<file path="src/rtl/control_sequencer.sv">
// rtl/control_sequencer.sv - multi-cycle fetch/decode/execute/memory control sequencer (optional CTRL_PERF_CNT_EN perf counters)
module control_sequencer #(
    parameter int OPW = 4,
    parameter int TMO = 15,
    parameter int TMW = 4
) (
    input  logic              clk,
    input  logic              rst,
    input  logic [OPW-1:0]    opcode,
    input  logic              mem_ready,
    input  logic              alu_eq,
    input  logic              alu_lt,
    output logic              mem_req,
    output logic              mem_we,
    output logic              addr_sel,
    output logic              ir_load,
    output logic              pc_inc,
    output logic              pc_load,
    output logic              rf_we,
    output logic [2:0]        alu_op,
    output logic [2**OPW-1:0] dec,
    output logic              ir_valid,
    output logic              bus_err,
    output logic              illegal_op,
    output logic [2:0]        state
`ifdef CTRL_PERF_CNT_EN
    ,
    output logic [31:0]       retired,
    output logic [31:0]       stall_cyc
`endif
);

    localparam int DW = 2**OPW;

    typedef enum logic [2:0] {
        FETCH0 = 3'd0,
        FETCH1 = 3'd1,
        DECODE = 3'd2,
        EXEC   = 3'd3,
        MEM    = 3'd4,
        HALT   = 3'd5
    } state_t;

    localparam logic [3:0] OP_ADD  = 4'd2;
    localparam logic [3:0] OP_ADDI = 4'd3;
    localparam logic [3:0] OP_ANDI = 4'd4;
    localparam logic [3:0] OP_OR   = 4'd5;
    localparam logic [3:0] OP_NAND = 4'd6;
    localparam logic [3:0] OP_JMP  = 4'd7;
    localparam logic [3:0] OP_LD   = 4'd8;
    localparam logic [3:0] OP_ST   = 4'd9;
    localparam logic [3:0] OP_CMP  = 4'd10;
    localparam logic [3:0] OP_JE   = 4'd11;
    localparam logic [3:0] OP_JA   = 4'd12;
    localparam logic [3:0] OP_JB   = 4'd13;
    localparam logic [3:0] OP_JAE  = 4'd14;
    localparam logic [3:0] OP_JBE  = 4'd15;

    localparam logic [TMW-1:0] TMO_LAST = TMW'(TMO - 1);

    state_t          st;
    logic [3:0]      op_q;
    logic            eq_q;
    logic            lt_q;
    logic [TMW-1:0]  cnt;
    logic            rf_we_q;
    logic [2:0]      alu_op_q;
    logic [31:0]     op_ext;
    logic            op_illegal;
    logic [3:0]      op_lo;
    logic [DW-1:0]   one_hot;
    logic            ld_wb;

    assign op_ext     = 32'(opcode);
    assign op_illegal = (op_ext < 32'd2) || (op_ext > 32'd15);
    assign op_lo      = opcode[3:0];
    assign one_hot    = {{(DW-1){1'b0}}, 1'b1} << opcode;

    // Load write-back must coincide with the data beat, so it is the one
    // strobe that follows mem_ready combinationally.
    assign ld_wb  = (st == MEM) && mem_ready && (op_q == OP_LD);
    assign rf_we  = rf_we_q | ld_wb;
    assign alu_op = ld_wb ? 3'd7 : alu_op_q;
    assign state  = st;

    function automatic logic branch_taken(input logic [3:0] op, input logic eq, input logic lt);
        case (op)
            OP_JE:   return eq;
            OP_JA:   return !eq && !lt;
            OP_JB:   return lt;
            OP_JAE:  return !lt;
            OP_JBE:  return eq || lt;
            default: return 1'b0;
        endcase
    endfunction

    // Sequencer: outputs are registered for the state being entered.
    always_ff @(posedge clk) begin
        if (rst) begin
            st         <= FETCH0;
            mem_req    <= 1'b0;
            mem_we     <= 1'b0;
            addr_sel   <= 1'b0;
            ir_load    <= 1'b0;
            pc_inc     <= 1'b0;
            pc_load    <= 1'b0;
            rf_we_q    <= 1'b0;
            alu_op_q   <= 3'd0;
            dec        <= '0;
            ir_valid   <= 1'b0;
            bus_err    <= 1'b0;
            illegal_op <= 1'b0;
            op_q       <= 4'd0;
            eq_q       <= 1'b0;
            lt_q       <= 1'b0;
            cnt        <= '0;
        end else begin
            ir_load    <= 1'b0;
            pc_inc     <= 1'b0;
            pc_load    <= 1'b0;
            rf_we_q    <= 1'b0;
            alu_op_q   <= 3'd0;
            illegal_op <= 1'b0;
            cnt        <= '0;
            case (st)
                FETCH0: begin
                    // A fetch completes only against a request already on the bus.
                    if (mem_req && mem_ready) begin
                        st      <= FETCH1;
                        mem_req <= 1'b0;
                        ir_load <= 1'b1;
                        pc_inc  <= 1'b1;
                    end else begin
                        mem_req  <= 1'b1;
                        addr_sel <= 1'b0;
                    end
                end
                FETCH1: begin
                    st       <= DECODE;
                    ir_valid <= 1'b1;
                end
                DECODE: begin
                    op_q <= op_lo;
                    if (op_illegal) begin
                        dec        <= '0;
                        illegal_op <= 1'b1;
                        st         <= FETCH0;
                        mem_req    <= 1'b1;
                        addr_sel   <= 1'b0;
                        ir_valid   <= 1'b0;
                    end else begin
                        dec <= one_hot;
                        st  <= EXEC;
                        case (op_lo)
                            OP_ADD:  begin rf_we_q <= 1'b1; alu_op_q <= 3'd0; end
                            OP_ADDI: begin rf_we_q <= 1'b1; alu_op_q <= 3'd2; end
                            OP_ANDI: begin rf_we_q <= 1'b1; alu_op_q <= 3'd3; end
                            OP_OR:   begin rf_we_q <= 1'b1; alu_op_q <= 3'd4; end
                            OP_NAND: begin rf_we_q <= 1'b1; alu_op_q <= 3'd5; end
                            OP_JMP:  pc_load <= 1'b1;
                            default: pc_load <= branch_taken(op_lo, eq_q, lt_q);
                        endcase
                    end
                end
                EXEC: begin
                    if (op_q == OP_CMP) begin
                        eq_q <= alu_eq;
                        lt_q <= alu_lt;
                    end
                    mem_req <= 1'b1;
                    if (op_q == OP_LD || op_q == OP_ST) begin
                        st       <= MEM;
                        addr_sel <= 1'b1;
                        mem_we   <= (op_q == OP_ST);
                    end else begin
                        st       <= FETCH0;
                        addr_sel <= 1'b0;
                        ir_valid <= 1'b0;
                    end
                end
                MEM: begin
                    // Ready on the final counted cycle still wins over the timeout.
                    if (mem_ready) begin
                        st       <= FETCH0;
                        addr_sel <= 1'b0;
                        mem_we   <= 1'b0;
                        ir_valid <= 1'b0;
                    end else if (cnt == TMO_LAST) begin
                        st       <= HALT;
                        bus_err  <= 1'b1;
                        mem_req  <= 1'b0;
                        mem_we   <= 1'b0;
                        addr_sel <= 1'b0;
                    end else begin
                        cnt <= cnt + 1'b1;
                    end
                end
                default: begin
                    mem_req  <= 1'b0;
                    mem_we   <= 1'b0;
                    addr_sel <= 1'b0;
                end
            endcase
        end
    end

`ifdef CTRL_PERF_CNT_EN
    // Retirement and memory-stall counters; HALT never matches either term.
    always_ff @(posedge clk) begin
        if (rst) begin
            retired   <= 32'd0;
            stall_cyc <= 32'd0;
        end else begin
            if (st == EXEC || (st == MEM && mem_ready)) begin
                retired <= retired + 32'd1;
            end
            if ((st == FETCH0 || st == MEM) && !mem_ready) begin
                stall_cyc <= stall_cyc + 32'd1;
            end
        end
    end
`endif

endmodule
</file>
<file path="config.mk">
export PLATFORM = sky130hd
export DESIGN_NAME = control_sequencer
export DESIGN_NICKNAME = d
export VERILOG_FILES = /design/src/rtl/control_sequencer.sv
export SDC_FILE = /design/constraint.sdc
export NUM_CORES = 1
export LEC_CHECK = 0
export CAP_MARGIN = 20
export CORE_ASPECT_RATIO = 1.4
export CORE_MARGIN = 1.5
export CORE_UTILIZATION = 49
export DETAILED_ROUTE_END_ITERATION = 8
export PLACE_DENSITY_LB_ADDON = 0.2
export SETUP_SLACK_MARGIN = 0.1
export SYNTH_ARGS = -nofsm -noshare
export SYNTH_HDL_FRONTEND = slang
export SYNTH_SLANG_ARGS = --single-unit
</file>
<file path="constraint.sdc">
create_clock -name clk -period 4 [get_ports clk]
set_input_delay 0.8 -clock clk [delete_from_list [all_inputs] [get_ports clk]]
set_output_delay 0.8 -clock clk [all_outputs]
set_load 0.02 [all_outputs]
</file>
==> impl_metrics.json <==
{
  "critPathMostFrequentCell": "clkdlybuf4s50_1",
  "io_pins": 41,
  "final.setup.tns_ns": 0,
  "seq_area_um2": 821,
  "num_vias": 1661,
  "maxCapViolCount": 0,
  "diodes": 0,
  "areaGrowthSynthToFinish_pct": 27.0,
  "synth_mux_area_share_pct": 1.68,
  "place_ws_ns": 0.849,
  "cp.buffers_inverters": 3,
  "clkLatencyLatePin_ns": 0.29,
  "synth.cell_area_mm2": 0.00187,
  "worstPathRequired_ns": 3.20,
  "tightest_slew_ns": 0.750,
  "synth_seq_area_share_pct": 44.0,
  "die_area_mm2": 0.00419,
  "max_freq_mhz": 319,
  "dp_hpwl_um": 2770,
  "drtAntennaViolNets": 0,
  "routed_wl_um": 4050,
  "wire_per_inst_um": 13.8,
  "start_kind": "primary input",
  "gp_congestion": 0.746,
  "clkSlewWorstSetupHoldPaths_ns": 0.08,
  "first_pass_iters": 4,
  "drt_iter0_drc": 32,
  "finalHoldViolCount": 0,
  "clockBufferDepth": 2,
  "synth_compound_area_share_pct": 16.2,
  "ys_ff_latch": 41,
  "relSlewSlack_pct": 49.9,
  "setup_violations": 0,
  "clockRootBuffer": "clkbuf_8",
  "final_cell_mix": "41 x dfxtp_1, 40 x clkdlybuf4s50_1, 29 x a21oi_1, 24 x nand2_1, 15 x nand3_1",
  "layout_setup_ws_ns": 0.865,
  "post_cts_buffers": 0,
  "synth_xor_area_share_pct": 0.938,
  "num_rows": 26,
  "cts_made_buffers": 5,
  "fill_cells": 306,
  "synth_edf_count": 0,
  "grt_pass1_wl_um": 6670,
  "synth_top_flop_cell": "dfxtp_1",
  "gr-usage-all-layers_pct": 20.9,
  "final.setup_skew_ns": 0.0104,
  "start_util_pct": 51.2,
  "utilization_pct": 65.1,
  "synthAdderAreaFrac_pct": 1.34,
  "cts.sinks": 41,
  "final_nets": 262,
  "hold_buffers": 0,
  "synth_cell_types": 45,
  "post_route_cells_drive_above_1_share_pct": 8.33,
  "final_common_cell": "dfxtp_1",
  "multi_input_area_um2": 932,
  "rsz0062_at_grt": "no",
  "postSynthCellCount": 221,
  "post_cts_resized": 0,
  "worst-r2r-cell-count": 3,
  "slew_violations": 0,
  "yosys.area_share.simple_pct": 29.5,
  "antenna_found_initial": 0,
  "hold_path_depth": 2,
  "path_class": "primary input to primary output",
  "ctsHtreeMaxLevel": 2,
  "grt_max_degree": 22,
  "synth_top_family_by_area": "simple AND/OR/NAND/NOR gates",
  "hp-class": "register to register",
  "portBuffers": 40,
  "synth_area_per_cell_um2": 8.45,
  "path_depth": 5,
  "ir_drop_mv": 0.305,
  "p_leak_uw": 0.000815,
  "crit_fanout": 8,
  "crit_path_max_incr_delay_ns": 0.60,
  "cp_cell_sequence": "clkdlybuf4s50_1 -> buf_4 -> nand4b_1 -> nand2b_1 -> clkdlybuf4s50_1",
  "cellPowerDensity_mw_per_mm2": 425,
  "core_mm2": 0.00364,
  "die_w_um": 55.2,
  "cp_top_family": "buffers and inverters",
  "crit_path_end_kind": "primary output",
  "arrival_ns": 2.33,
  "async_flop_share_pct": 0,
  "fin_crit_ns": 3.13,
  "status": "completed",
  "drc": 0,
  "ys_warn_count": 0,
  "min_period_over_period_pct": 78.4,
  "overflow": 0,
  "grt_pass1_vias": 1504,
  "cpMaxStageDelayCell": "clkdlybuf4s50_1",
  "holdWs_ns": 0.456,
  "vias_per_cell": 5.65,
  "cts_tree": "done",
  "die_y_um": 76.0,
  "syn_nets": 232
}
## through the flow
step           cell area, µm²  total power (µW)  std cells
3_3_place_gp             2250               675        285
6_report                 2370              1010        294
2_1_floorplan            1870               619        221
3_5_place_dp             2250               675        285
5_1_grt                  2370              1060        294
4_1_cts                  2360              1010        293
## Yosys cell counts, types with 3 or more instances
cell type / count / area (µm²)
dfxtp_1: 41 / 821
a21oi_1: 29 / 145
nand2_1: 24 / 90.1
nand3_1: 15 / 75.1
nor2_1: 14 / 52.6
clkbuf_1: 13 / 48.8
o21ai_0: 7 / 35.0
nand2b_1: 6 / 37.5
nor2b_1: 6 / 37.5
buf_2: 5 / 25.0
inv_1: 5 / 18.8
nand3b_1: 4 / 30.0
nand4_1: 4 / 25.0
nor3b_1: 4 / 30.0
nand4b_1: 3 / 26.3
nor3_1: 3 / 15.0
## area by class of cell
type,instances,area share (%)
sequential,41,34.6
clock inverter,3,1.85
timing repair buffer,44,18.3
clock buffer,5,2.90
tap,42,2.22
inverter,5,0.792
multi-input combinational,154,39.3
## state kept, by name, summed over array words and instances, names as in the netlist
register    cells
eq_q            1
pc_load         1
pc_inc          1
alu_op_q        3
mem_req         1
illegal_op      1
mem_we          1
dec            16
state           3
ir_valid        1
op_q            4
rf_we_q         1
addr_sel        1
bus_err         1
lt_q            1
cnt             4
## worst paths after layout
check | from | endpoint | slack (ns)
min | dec[8]$_SDFFE_PP0N_ | dec[8]$_SDFFE_PP0N_ | 0.46
max | mem_ready | rf_we | 0.87
max reg2reg | state[1]$_SDFFE_PP0P_ | alu_op_q[0]$_SDFF_PP0_ | 1.93
min reg2reg | dec[8]$_SDFFE_PP0N_ | dec[8]$_SDFFE_PP0N_ | 0.46
## routing by layer
metal / global-route usage (%) / wire (µm) / vias up / share of wire [%]
met5: 0 / 0 / - / 0
met2: 34.8 / 2100 / 28 / 52
met4: 5.85 / 42 / 0 / 1.0
li1: - / - / 833 / -
met3: 4.71 / 130 / 4 / 3.2
met1: 26.1 / 1780 / 796 / 44
## where the power goes
group / switching, µW / total [µW] / internal [µW]
registers: 39.9 / 470 / 430
clock network: 148 / 335 / 187
logic: 112 / 202 / 90.1
## kinds of logic after synthesis
kind of cell | after synthesis
xor gates and xnor gates | 2
DFF | 41
buffers and inverters | 26
and+or+nand+nor | 97
AOI/OAI and AO/OA | 50
muxes | 3
adders and majority gates | 2
## tightest hold or removal path, cell delays in order (launching register included)
cell and delay [ns]:
dfxtp_1 0.32, nand2_1 0.05, a21oi_1 0.05
Note: power is estimated with default switching activity, not from simulation.
